File: src/rtl/audio_pkg.sv
// audio_pkg: shared audio-path definitions.
//   FRAME_LEN_DEF / SAMPLE_W_DEF : default PWM frame length and sample width
//   pwm_dec_state_t              : PWM decoder FSM states
//   sample_t                     : 8-bit PCM sample (shared with the PWM generator)
package audio_pkg;

  localparam int unsigned FRAME_LEN_DEF = 256;
  localparam int unsigned SAMPLE_W_DEF  = 8;

  typedef enum logic [0:0] {
    WAIT,
    MEASURE
  } pwm_dec_state_t;

  typedef logic [7:0] sample_t;

endpackage

File: src/rtl/pwm_in_cond.sv
// pwm_in_cond: conditions the asynchronous PWM input pin.
//   clk, reset (async, active-low)
//   pwm_in : raw asynchronous PWM line
//   pin_s  : synchronized (optionally deglitched) line level
//   rise   : one-cycle rising-edge strobe on pin_s
// Build option: PWM_DEGLITCH_EN replaces pin_s with a 2-of-3 majority vote
// over the last three synchronized samples (one extra cycle of latency,
// isolated 1-cycle pulses and dropouts are removed).
module pwm_in_cond #(
  parameter int unsigned SYNC_STAGES = 2
) (
  input  logic clk,
  input  logic reset,
  input  logic pwm_in,
  output logic pin_s,
  output logic rise
);

  logic [SYNC_STAGES-1:0] sync_q, sync_d;
  logic                   sync_out;
  logic                   pin_q, pin_d;

  always_comb begin
    sync_d   = {sync_q[SYNC_STAGES-2:0], pwm_in};
    sync_out = sync_q[SYNC_STAGES-1];
  end

`ifdef PWM_DEGLITCH_EN
  // Vote is taken over flop outputs only, so it adds exactly one cycle of lag
  // and preserves the width of any run of two or more cycles.
  logic [1:0] hist_q, hist_d;

  always_comb begin
    hist_d = {hist_q[0], sync_out};
    pin_s  = (sync_out & hist_q[0]) | (sync_out & hist_q[1]) | (hist_q[0] & hist_q[1]);
  end

  always_ff @(posedge clk or negedge reset) begin
    if (!reset) hist_q <= '0;
    else        hist_q <= hist_d;
  end
`else
  always_comb pin_s = sync_out;
`endif

  always_comb begin
    pin_d = pin_s;
    rise  = pin_s & ~pin_q;
  end

  always_ff @(posedge clk or negedge reset) begin
    if (!reset) begin
      sync_q <= '0;
      pin_q  <= 1'b0;
    end else begin
      sync_q <= sync_d;
      pin_q  <= pin_d;
    end
  end

endmodule

File: src/rtl/pwm_decoder.sv
// pwm_decoder: recovers PCM samples from a single-bit PWM audio stream.
// A frame is FRAME_LEN clocks long and starts on a rising edge; the sample is
// (number of high cycles in the frame) - 1, saturated to 0..FRAME_LEN-1.
//   clk, reset (async, active-low)
//   pwm_in       : asynchronous PWM input
//   sample_data  : recovered sample, held in a one-entry output register
//   sample_valid : sample_data holds an unconsumed sample
//   sample_ready : consumer takes the sample when valid && ready
//   overrun      : one-cycle pulse when an unconsumed sample is overwritten
//   frame_err    : one-cycle pulse when a rising edge cuts a frame short
// Build option: PWM_DEGLITCH_EN enables the majority filter in pwm_in_cond.
module pwm_decoder
  import audio_pkg::*;
#(
  parameter int unsigned FRAME_LEN   = FRAME_LEN_DEF,
  parameter int unsigned SAMPLE_W    = SAMPLE_W_DEF,
  parameter int unsigned SYNC_STAGES = 2
) (
  input  logic                clk,
  input  logic                reset,
  input  logic                pwm_in,
  output logic [SAMPLE_W-1:0] sample_data,
  output logic                sample_valid,
  input  logic                sample_ready,
  output logic                overrun,
  output logic                frame_err
);

  localparam int unsigned         HW       = SAMPLE_W + 1;
  localparam logic [SAMPLE_W-1:0] LAST_CYC = SAMPLE_W'(FRAME_LEN - 1);
  localparam logic [SAMPLE_W-1:0] CYC_ONE  = SAMPLE_W'(1);
  localparam logic [HW-1:0]       HI_ONE   = HW'(1);

  logic pin_s;
  logic rise;

  pwm_in_cond #(
    .SYNC_STAGES(SYNC_STAGES)
  ) u_cond (
    .clk   (clk),
    .reset (reset),
    .pwm_in(pwm_in),
    .pin_s (pin_s),
    .rise  (rise)
  );

  pwm_dec_state_t      state_q, state_d;
  logic [SAMPLE_W-1:0] cyc_q, cyc_d;
  logic [HW-1:0]       hi_q, hi_d;
  logic [SAMPLE_W-1:0] data_q, data_d;
  logic                valid_q, valid_d;
  logic                overrun_q, overrun_d;
  logic                ferr_q, ferr_d;

  logic                emit;
  logic [SAMPLE_W-1:0] emit_val;
  logic [HW-1:0]       hi_total;
  logic [HW-1:0]       hi_m1;

  always_comb begin
    // hi_total counts the current cycle too; at most FRAME_LEN, which fits HW bits.
    hi_total = hi_q + HW'(pin_s);
    hi_m1    = hi_total - HI_ONE;

    state_d  = state_q;
    cyc_d    = cyc_q + CYC_ONE;
    hi_d     = hi_q;
    ferr_d   = 1'b0;
    emit     = 1'b0;
    emit_val = '0;

    case (state_q)
      WAIT: begin
        hi_d = '0;
        if (rise) begin
          state_d = MEASURE;
          cyc_d   = CYC_ONE;
          hi_d    = HI_ONE;
        end else if (cyc_q == LAST_CYC) begin
          // Line idle low for a whole frame: that is sample 0.
          emit  = 1'b1;
          cyc_d = '0;
        end
      end
      MEASURE: begin
        if (rise) begin
          ferr_d = 1'b1;
          cyc_d  = CYC_ONE;
          hi_d   = HI_ONE;
        end else if (cyc_q == LAST_CYC) begin
          emit     = 1'b1;
          emit_val = (hi_total == '0) ? '0 : hi_m1[SAMPLE_W-1:0];
          cyc_d    = '0;
          hi_d     = '0;
          // Line still high: the next frame has already begun, no edge will come.
          if (!pin_s) state_d = WAIT;
        end else begin
          hi_d = hi_total;
        end
      end
      default: state_d = WAIT;
    endcase

    data_d    = data_q;
    valid_d   = valid_q;
    overrun_d = 1'b0;
    if (emit) begin
      data_d    = emit_val;
      valid_d   = 1'b1;
      overrun_d = valid_q & ~sample_ready;
    end else if (valid_q && sample_ready) begin
      valid_d = 1'b0;
    end
  end

  always_ff @(posedge clk or negedge reset) begin
    if (!reset) begin
      state_q   <= WAIT;
      cyc_q     <= '0;
      hi_q      <= '0;
      data_q    <= '0;
      valid_q   <= 1'b0;
      overrun_q <= 1'b0;
      ferr_q    <= 1'b0;
    end else begin
      state_q   <= state_d;
      cyc_q     <= cyc_d;
      hi_q      <= hi_d;
      data_q    <= data_d;
      valid_q   <= valid_d;
      overrun_q <= overrun_d;
      ferr_q    <= ferr_d;
    end
  end

  always_comb begin
    sample_data  = data_q;
    sample_valid = valid_q;
    overrun      = overrun_q;
    frame_err    = ferr_q;
  end

endmodule

File: config.mk
export PLATFORM = sky130hd
export DESIGN_NAME = pwm_decoder
export DESIGN_NICKNAME = d
export VERILOG_FILES = /design/src/rtl/audio_pkg.sv /design/src/rtl/pwm_in_cond.sv /design/src/rtl/pwm_decoder.sv
export SDC_FILE = /design/constraint.sdc
export NUM_CORES = 1
export LEC_CHECK = 0
export CAP_MARGIN = 20
export CORE_UTILIZATION = 51
export DETAILED_ROUTE_END_ITERATION = 6
export PLACE_DENSITY = 0.86
export SLEW_MARGIN = 15
export SYNTH_ARGS = -nofsm -noshare
export SYNTH_HDL_FRONTEND = slang
export SYNTH_HIERARCHICAL = 1
export SYNTH_SLANG_ARGS = --single-unit
File: constraint.sdc
create_clock -name clk -period 1.8 [get_ports clk]
set_clock_uncertainty 0.05 [all_clocks]
set_input_delay 0.45 -clock clk [delete_from_list [all_inputs] [get_ports clk]]
set_output_delay 0.45 -clock clk [all_outputs]
set_load 0.01 [all_outputs]
==> summary.md <==
| Metric | Value |
|---|---|
| Largest net degree at the start of global routing | 33 |
| Die Height | 60.5 µm |
| Dominant synthesized flop cell | dfrtp_1 |
| Crit-path cells | ha_4, buf_4, and3b_2, o21ai_0, a21oi_2, nand2b_4, mux2i_2, a22o_1 |
| Hold slack | between 0.3 and 0.4 ns |
| Lkg Pwr | about 1.1 nW |
| Antenna fix cells | 0 |
| Dpl hpwl | 2880 µm |
| Vias/cell | 5.65 |
| GRT Util Overall | a little over a quarter |
| Worst-path clk slew | 0.09 ns |
| Die area | 0.00366 mm² |
| Syn. warnings | 6 |
| Final setup margin | -0.183 ns |
| TritonCTS Buffers | 5 |
| Slowest CP cell | dfrtp_2 |
| Worst Setup End Kind | flop |
| Post-layout min period | 1.98 ns |
| Post-layout instance area | 0.00235 mm² |
| Synth Instances | 165 |
| Clk sink count | 32 |
| Initial Util | 55.3% |
| TritonCTS clock tree | done |
| GPL Wtd Cong | 0.910 |
| Post-synth top area cell | dfrtp_1 |
| Max Freq | 504 MHz |
| Failing checks | negative setup slack |
| Final nets | around 220 |
| Worst slack, placed | -0.254 ns |
| Total number of vias | 1425 |
| Max Cap Violations | 0 |
| Max transition margin | between 70% and 80% |
| Initial drt markers | 67 |
| Avg Inst Size Synth | 10.6 µm² |
| Multi-input gate area | 986 µm² |
| Vias in the first global route | between 1k and 1.5k |
| Num ports | 15 |
| Fillers | 196 |
| Port bufs | 14 |
| Synth unique cells | 47 |
| Antenna violations before repair | 0 |
| FFs w/ async S/R, synth | 100% |
| CP delay by family, top | compound AO/OA/AOI/OAI gates |
| First-pass DRT Iterations | 4 |
| CTS H-tree depth | 2 |
| CTS Hold Bufs | 0 |
| Core Region | 0.00315 mm² |
| Worst-Skew Late Latency | around 0.35 ns |
| Total Wirelength | 4400 µm |
| Status | complete, but fails checks |
| Worst Setup Path Type | flop to flop |
| Synth area leaders | dfrtp_1 (46%), xnor2_1 (5.0%), xor2_1 (4.0%), nor2_1 (3.7%), ha_1 (3.6%) |
| Critical path buffer and inverter count | 1 |
| Setup Viol. Count Final | 8 |
| Placed Area | 0.00206 mm² |
| Mapped Area | 0.00174 mm² |
| Most common cell after layout, fill and taps aside | dfrtp_1 |
| Post-synth EDFFs | 0 |
| Final ANT Viol Nets | 0 |
| Final Hold Viols | 0 |
| Routed wire length per instance | approximately 17 µm |
| Pwr Density | around 1100 mW/mm² |
| Final Max Tran Viols | 0 |
| DRC errors left | 0 |
| Most frequent cells in the layout | dfrtp_1 (30), buf_4 (29), nor2_1 (16) |
| Fin util | 74.4% |
| CTS max path bufs | 2 |
| Unrepaired setup endpoints after global routing | true |
| Share of cells above drive strength 1 | 36.5% |
| Seq/Total Area, Yosys | ~46% |
| Row cnt | 20 |
| Setup TNS | -1.00 ns |
| Peak supply drop | a little under 0.0007 V |
| Final period utilization | 110% |
| Root buffer cell | clkbuf_4 |
| Reg2Reg Setup Slack | -0.18 ns |
| Hold/Removal Path Class | flop to flop |
| Mapped Nets | 174 |
| Chip Width | 60.5 µm |
| Number of synthesized register bits | 32 |
| Register area | approximately 800 µm² |
| Crit-path max FO | 8 |
| Critical path required time | 2.03 ns |
| First-pass GRT wire length | 7040 µm |
| Maximum single-stage delay on the critical path | 0.47 ns |
| GRT overflow | 0 |
| Yosys top cell area share | 45.9% |
| Critical Path AT | between 2 and 2.5 ns |
| Area grow syn2layout | 34.6% |
| Worst setup SP type | flop |
| Worst slew pin tran | between 0.3 and 0.4 ns |
per-layer routing:
metal  share of wire [%]  GRT usage [%]  vias up  routed length (µm)
li1                    -              -      652                   -
met1                  39           30.6      703                1700
met2                  53           47.1       54                2310
met3                 5.0           4.90       16                 219
met4                 3.7           18.5        0                 161
met5                   0              0        -                   0
sequential cells by signal, indices dropped and copies added, names as in the netlist:
register,cells
state_q,1
overrun,1
u_cond/sync_q,2
hi_q,9
u_cond/pin_q,1
sample_data,8
cyc_q,8
sample_valid,1
frame_err,1
through the flow:
step | power, mW | instances
after floorplan | 1.42 | 165
after global placement | 1.59 | 237
after detailed placement | 1.66 | 237
after CTS | 2.43 | 248
after global routing | 2.62 | 252
final | 2.51 | 252
where the power goes:
group          switching (mW)  internal [mW]  total, mW  leakage [nW]
Clock                   0.249          0.368      0.617        0.0515
Combinational           0.476          0.503      0.979         0.602
Sequential              0.128          0.790      0.918         0.420
Total                   0.852           1.66       2.51          1.07
area by class of cell:
cell class                      count  area share [%]
Sequential cell                    32            34.2
Clock buffer                        7            2.77
Multi-Input combinational cell    119            42.0
Tap cell                           44            2.35
Inverter                            3           0.480
Clock inverter                      1            1.28
Timing Repair Buffer               46            16.9
cells by family after synthesis:
kind of cell / Yosys count / share of synthesized area [%]
flip-flops: 32 / 45.9
AND/OR/NAND/NOR: 66 / 21.7
multiplexers: 4 / 2.58
adder cells (fa/ha/maj): 5 / 3.59
AO/OA/AOI/OAI: 26 / 11.5
XOR/XNOR: 18 / 9.04
buffers and inverters: 14 / 5.60
cell usage after synthesis, types with 2 or more instances:
master	number
nand3_1	6
buf_6	5
or3_1	2
o21ai_0	7
nand2_1	14
nor3_1	4
nor2_1	17
o31ai_1	4
a21oi_1	2
and2_1	2
clkbuf_2	2
dfrtp_1	32
xor2_1	8
mux2i_1	3
xnor2_1	10
clkbuf_1	2
ha_1	5
a22o_1	4
nand2b_1	5
inv_1	3
and3_1	2
final timing paths:
kind,startpoint,cells past startpoint,end
setup / recovery,u_cond/sync_q[1],8,sample_data[7]
hold / removal,u_cond/sync_q[0],0,u_cond/sync_q[1]
setup reg to reg,u_cond/sync_q[1],8,sample_data[7]
hold reg to reg,u_cond/sync_q[0],0,u_cond/sync_q[1]
max in group asynchronous,reset,2,hi_q[0]
min in group asynchronous,reset,2,overrun
repair_timing:
| action | in CTS | in global routing |
|---|---|---|
| gates cloned | 0 | 0 |
| buffers inserted | 3 | 4 |
| pin swaps | 13 | 4 |
| gates resized for setup | 21 | 8 |
| setup endpoints to repair | 11 | 20 |
Note: power is estimated with default switching activity, not from simulation.
